===== src/rtl/cp0_exc_ctrl.sv =====
// cp0_exc_ctrl: CP0 registers plus the exception/interrupt entry and ERET sequencer
module cp0_exc_ctrl #(
  parameter logic [31:0] HANDLER_RST = 32'h0000_0008,
  parameter int          ERET_HOLD   = 3
) (
  input  logic        clk,
  input  logic        rst,
  input  logic        id_valid,
  input  logic [31:0] id_pc,
  input  logic        id_unrecognized,
  input  logic [1:0]  id_cp_oper,
  input  logic        is_branch_exe,
  input  logic        ext_int,
  input  logic [4:0]  cp_raddr,
  output logic [31:0] cp_rdata,
  input  logic        cp_wen,
  input  logic [4:0]  cp_waddr,
  input  logic [31:0] cp_wdata,
  output logic        redirect,
  output logic [31:0] redirect_pc,
  output logic        flush,
  output logic [1:0]  exc_state
);
  typedef enum logic [1:0] {IDLE = 2'd0, WAIT_SLOT = 2'd1, HOLD = 2'd2} state_t;
  state_t      state;
  logic        ie, exl, ip;
  logic [4:0]  exc_code;
  logic [31:0] epc, handler;
  logic [3:0]  cnt;
  logic        exc_ri, int_pend, int_ok, entry, do_eret;
  always_comb begin
    exc_ri      = id_valid & id_unrecognized & ~exl;
    int_pend    = ip & ie & ~exl;
    int_ok      = int_pend & id_valid & ~is_branch_exe & (state != HOLD);
    entry       = exc_ri | int_ok;
    do_eret     = id_valid & (id_cp_oper == 2'b10) & ~id_unrecognized & ~entry;
    redirect    = ~rst & (entry | do_eret);
    flush       = redirect;
    redirect_pc = entry ? handler : epc;
    exc_state   = state;
    cp_rdata    = cp_raddr == 5'd12 ? {30'd0, exl, ie} :
                  cp_raddr == 5'd13 ? {21'd0, ip, 3'd0, exc_code, 2'd0} :
                  cp_raddr == 5'd14 ? epc :
                  cp_raddr == 5'd16 ? handler : 32'd0;
  end
  always_ff @(posedge clk) begin
    if (rst) begin
      ie       <= 1'b0;
      exl      <= 1'b0;
      ip       <= 1'b0;
      exc_code <= 5'd0;
      epc      <= 32'd0;
      handler  <= HANDLER_RST;
      cnt      <= 4'd0;
      state    <= IDLE;
    end else begin
      ip <= ext_int | (ip & ~(int_ok & ~exc_ri));
      if (cp_wen) begin
        if (cp_waddr == 5'd12) {exl, ie} <= cp_wdata[1:0];
        if (cp_waddr == 5'd13) exc_code <= cp_wdata[6:2];
        if (cp_waddr == 5'd14) epc <= cp_wdata;
        if (cp_waddr == 5'd16) handler <= cp_wdata;
      end
      // entry/ERET updates come after the mtc0 write so they take precedence
      if (entry) begin
        epc      <= id_pc;
        exl      <= 1'b1;
        exc_code <= exc_ri ? 5'd10 : 5'd0;
        state    <= IDLE;
      end else if (do_eret) begin
        exl   <= 1'b0;
        cnt   <= 4'(ERET_HOLD);
        state <= HOLD;
      end else begin
        case (state)
          IDLE:      state <= int_pend ? WAIT_SLOT : IDLE;
          WAIT_SLOT: state <= int_pend ? WAIT_SLOT : IDLE;
          HOLD: begin
            cnt   <= cnt - 4'd1;
            state <= cnt <= 4'd1 ? IDLE : HOLD;
          end
          default:   state <= IDLE;
        endcase
      end
    end
  end
endmodule


===== config.mk =====
export PLATFORM = sky130hd
export DESIGN_NAME = cp0_exc_ctrl
export DESIGN_NICKNAME = d
export VERILOG_FILES = /design/src/rtl/cp0_exc_ctrl.sv
export SDC_FILE = /design/constraint.sdc
export NUM_CORES = 1
export LEC_CHECK = 0
export CORE_ASPECT_RATIO = 0.5
export CORE_MARGIN = 2
export CORE_UTILIZATION = 46
export CTS_BUF_LIST = sky130_fd_sc_hd__clkbuf_4 sky130_fd_sc_hd__clkbuf_8
export CTS_CLUSTER_SIZE = 24
export DETAILED_ROUTE_END_ITERATION = 8
export PLACE_DENSITY = 0.89
export SLEW_MARGIN = 0
export SYNTH_ARGS = -nofsm -noshare
export SYNTH_HDL_FRONTEND = slang
export SYNTH_SLANG_ARGS = --single-unit

===== constraint.sdc =====
create_clock -name clk -period 2.2 [get_ports clk]
set_input_delay 0.44 -clock clk [delete_from_list [all_inputs] [get_ports clk]]
set_output_delay 0.44 -clock clk [all_outputs]
set_load 0.02 [all_outputs]

# Yosys cells after proc, flatten, opt, wreduce, memory -nomap -nowiden

Cells that the tools add are included.

Add/sub/neg operators: 1
Order comparisons: 1
Eq/ne operators: 12
Muxes and demuxes: 22
Bitwise operators: 23
Reductions and logical operators: 16

Operators by type and width:

| operator              | count |
|---|---|
| $mux W32              | 8 |
| $eq A5 B4 Y1 const B  | 6 |
| $mux W5               | 3 |
| $and A1 B1 Y1         | 13 |
| $mux W4               | 3 |
| $reduce_and A2 Y1     | 6 |
| $eq A5 B5 Y1 const B  | 2 |
| $reduce_bool A2 Y1    | 4 |
| $not A1 Y1            | 7 |
| $reduce_bool A3 Y1    | 2 |
| $mux W1               | 5 |
| $eq A2 B2 Y1 const B  | 2 |
| $le A4 B1 Y1 const B  | 1 |
| $mux W2               | 2 |
| $pmux W2 S2           | 1 |
| $reduce_or A2 Y1      | 2 |
| $sub A4 B1 Y4 const B | 1 |
| $or A1 B1 Y1          | 3 |
| $reduce_or A3 Y1      | 1 |
| $eq A2 B1 Y1 const B  | 1 |
| $logic_not A2 Y1      | 1 |
| $ne A2 B2 Y1 const B  | 1 |

Bits in registers: 78
Word-level logic and storage cells: 84

# Logic depth before layout (Yosys ltp)

Depth after elaboration: 10
Mapped depth: 6

# Worst setup path before layout

No wires, ideal clock.

Kind: register -> output
Start point: reg state[0], in the netlist exc_state[0]
End point: out redirect
Data arrival time: 1.975 ns
Data required time: 1.760 ns
Setup slack: -0.215 ns
Stages on the path, launching flop included: 7
Buffers on the path: 3
Cell sequence: dfxtp_1 > and2b_1 > o32a_1 > buf_2 > buf_2 > a21oi_1 > buf_4

Longest elaborated chain between the ends: 7

RTL lines:

| what                        | line | source |
|---|---|---|
| start, declared             | 25   | `state_t state;` |
| start signal, assigned      | 76   | `IDLE: state <= int_pend ? WAIT_SLOT : IDLE;` |
| start signal, assigned      | 77   | `WAIT_SLOT: state <= int_pend ? WAIT_SLOT : IDLE;` |
| start signal, assigned      | 80   | `state <= cnt <= 4'd1 ? IDLE : HOLD;` |
| $ne A2 B2 Y1 *              | 34   | `int_ok = int_pend & id_valid & ~is_branch_exe & (state != HOLD);` |
| $and A1 B1 Y1 *             | 34   |  |
| $or A1 B1 Y1 *              | 35   | `entry = exc_ri \| int_ok;` |
| $not A1 Y1 (no source line) | --   |  |
| $and A1 B1 Y1               | 36   | `do_eret = id_valid & (id_cp_oper == 2'b10) & ~id_unrecognized & ~entry;` |
| $or A1 B1 Y1 *              | 37   | `redirect = ~rst & (entry \| do_eret);` |
| $and A1 B1 Y1 *             | 37   |  |
| end, declared               | 19   | `output logic redirect,` |

Every way passes the cells marked *; elsewhere a longest branch is shown, timed or not.

# Final worst setup path

Start point: reg exl
End point: out redirect_pc[22]

Longest elaborated chain between the ends: 7
Elaborated cells on any way between the ends: 8
Classes of those cells: mux: 1; bitwise: 7

RTL lines:

| what                        | line   | source |
|---|---|---|
| start, declared             | 26     | `logic ie, exl, ip;` |
| start signal, assigned      | 59     | `if (cp_waddr == 5'd12) {exl, ie} <= cp_wdata[1:0];` |
| $not A1 Y1 *                | 32, 33 |  |
| $and A1 B1 Y1               | 33     | `int_pend = ip & ie & ~exl;` |
| $and A1 B1 Y1 (3 in series) | 34     |  |
| $or A1 B1 Y1 *              | 35     |  |
| $mux W32 *                  | 39     | `redirect_pc = entry ? handler : epc;` |
| end, declared               | 20     | `output logic [31:0] redirect_pc,` |

Marked as above.

==> run metrics <==
outcome=finished with violations; violated checks=setup timing; CTS tree=built; CP top delay family=buffers and inverters; DP Area=5900 um^2; Net Count, Synth=538; antenna viol nets, final=0; fin crit period=2.48 ns; Initial Util=47.1%; clk sinks=78; Root Driver=clkbuf_8; antenna violations before repair=0; Worst VDD drop=0.000340 V; die height=70.5 um; path type of the worst min-delay path=register to register; routed vias/inst=6.34; Max Freq=403 MHz; Power Density=526 nW/um^2; final instance area=6480 um^2; EDFF count, synth=0; most frequent cell after synthesis=dfxtp_1; most frequent cells after synthesis=dfxtp_1 (78), nand2_1 (74), mux2i_1 (39); Die X=137 um; FFs w/ async S/R, synth=0%; placer congestion estimate=0.827; Clk Latency, worst-skew pair=0.36 ns; Slew headroom=41.1%; r2r startpoint=exl$_SDFFE_PP0P_; Antenna Diode Count=0; setup slack after layout=-0.280 ns; Worst-path clk slew=0.08 ns; crit end category=primary output; number of global-route vias before repair=4486; Setup Skew=0.00705 ns; fill count=539; WP buf/inv=3; largest net degree at the start of global routing=82; sequential area share after synthesis=38.4%; Detailed Route Iter0 Violations=553; Post-Syn Area=4070 um^2; Layout area overhead=59.1%; PortBufs=150; global route overflow=0; syn_area_per_cell=8.99 um^2; Rows=24; pre-CTS setup slack=-0.757 ns; DRC viols=0; TritonCTS Buffers=9; Setup crit start kind=register; TritonRoute pass-1 iters=7; Hold Startpoint=handler[11]$_SDFFE_PP0P_; Synth Instances=453; Ys Warns=0; Post-synth top flop=dfxtp_1; Worst-Margin Slew=0.884 ns; final hold vios=0; gr usage total=31.9%; first-pass GRT wire length=23500 um; WL final=17300 um; share of layout cells above drive strength 1=31.4%; core area=8650 um^2; clk buf depth=2; max cap viols=0; worst-path fanout max=6; post-synth top area share=38.4%; RSZ-0062 raised after global routing=yes; fin crit share=113%; origin of the worst setup path=exl$_SDFFE_PP0P_; DR vias=4803; CP Class=register to primary output; dpl hpwl=8810 um; crit-path cells=nand3b_4 > o32a_4 > buf_4 > buf_12 > mux2_4 > buf_6; Seq cells post-synth=78; WL/cell=22.8 um; CP Data Required Time=1.76 ns; die area=9670 um^2; Synth area leaders=dfxtp_1 (38%), mux2i_1 (9.6%), nand2_1 (6.8%), a211oi_1 (5.9%), mux2_2 (5.8%); leak pwr=2.69 nW; Final setup viols=36; final net count=720; CP arrival=2.04 ns; fin. max-slew vios=0; area leader, netlist=dfxtp_1; H-tree depth=3; unique cell type count in the Yosys netlist=45; slowest library cell on the worst path=o32a_4; IO Count=151; CP peak stage delay=0.43 ns
==> metal layers <==
metal	up-vias	GRT usage, %	wire (um)
met1	2289	38.0	6530
met4	0	17.0	1160
li1	2029	-	-
met2	355	52.8	7980
met3	130	8.50	1620
met5	-	0	0
==> metrics by stage <==
| stage | utilization [%] | hold slack [ns] | setup TNS, ns | cells | power, mW |
|---|---|---|---|---|---|
| global placement | 68.2 | 0.454 | -42.85 | 717 | 2.17 |
| finish | 74.9 | 0.479 | -8.16 | 757 | 3.41 |
| CTS | 72.9 | 0.476 | -8.12 | 752 | 3.31 |
| floorplan | - | 0.446 | 0 | 453 | 1.84 |
| global route | 74.9 | 0.490 | -9.22 | 757 | 3.50 |
| detailed placement | 68.2 | 0.466 | -44.39 | 717 | 2.19 |
==> area by class of cell <==
class	count	area (um^2)	share of cell area, %
inverters	9	33.8	0.521
repair buffers	212	2180	33.7
well taps	117	146	2.26
clock buffers	11	139	2.14
multi-input cells	325	2360	36.4
flip-flops and latches	78	1570	24.2
clock inverters	5	50.0	0.772
==> flip-flops by register name (all words and copies together) (netlist names) <==
signal and cells:
epc 32, exl 1, handler 32, cnt 4, ip 1, exc_code 5, ie 1, exc_state 2
==> cells in the final DEF (no fill, tap or decap), types with 4 or more instances in the layout <==
master | Yosys | routed
buf_16 | 0 | 4
buf_6 | 2 | 42
dfxtp_2 | 0 | 4
clkbuf_8 | 0 | 9
nor4_1 | 7 | 6
a211oi_1 | 32 | 32
buf_12 | 0 | 7
clkinv_2 | 0 | 4
a22o_1 | 24 | 24
mux2i_1 | 39 | 39
inv_1 | 9 | 9
buf_2 | 12 | 26
clkdlybuf4s50_1 | 0 | 75
a222oi_1 | 6 | 6
buf_8 | 0 | 4
dfxtp_1 | 78 | 74
mux2_2 | 21 | 20
nor2_1 | 35 | 35
buf_4 | 4 | 39
clkbuf_2 | 0 | 4
nand2_1 | 74 | 71
mux2_4 | 11 | 12
a21oi_1 | 35 | 34
==> logic make-up (layout without fill, tap and decap cells) <==
logic type	Yosys count	in the layout	share of synthesized area, %
buf+inv	50	237	5.72
simple gates	140	140	16.0
mux	71	71	19.5
compound gates	112	112	19.8
flops	78	78	38.4
fa+ha+maj	2	2	0.615
==> worst reg2reg max path, stage by stage, from the launching register on <==
cell,delay (ns)
dfxtp_2,0.33
nand3b_4,0.16
o32a_4,0.43
buf_8,0.16
buf_4,0.13
bufbuf_16,0.26
buf_4,0.14
buf_4,0.14
nor2_1,0.11
a211oi_1,0.06
==> path summary, 6_finish.rpt <==
path / slack [ns] / cells after the start / end
setup / recovery: -0.28 / 6 / redirect_pc[22]
hold / removal: 0.48 / 2 / handler[11]$_SDFFE_PP0P_
setup reg to reg: 0.13 / 9 / epc[31]$_SDFFE_PP0P_
hold reg to reg: 0.48 / 2 / handler[11]$_SDFFE_PP0P_
==> what timing repair did <==
| action | CTS | global route |
|---|---|---|
| hold endpoints to repair | 0 | 0 |
| buffers inserted | 11 | 4 |
| endpoints found under the setup margin | 66 | 66 |
| gates cloned | 9 | 2 |
| pin swaps | 9 | 6 |
| resized for setup | 344 | 50 |
| hold buffers | 0 | 0 |
==> where the power goes <==
group,internal [mW],total (mW),switching (mW)
combinational,0.443,0.798,0.355
clock,0.543,1.09,0.546
sequential,1.47,1.52,0.0524
total,2.46,3.41,0.954
Power figures use the tool's default switching activity.
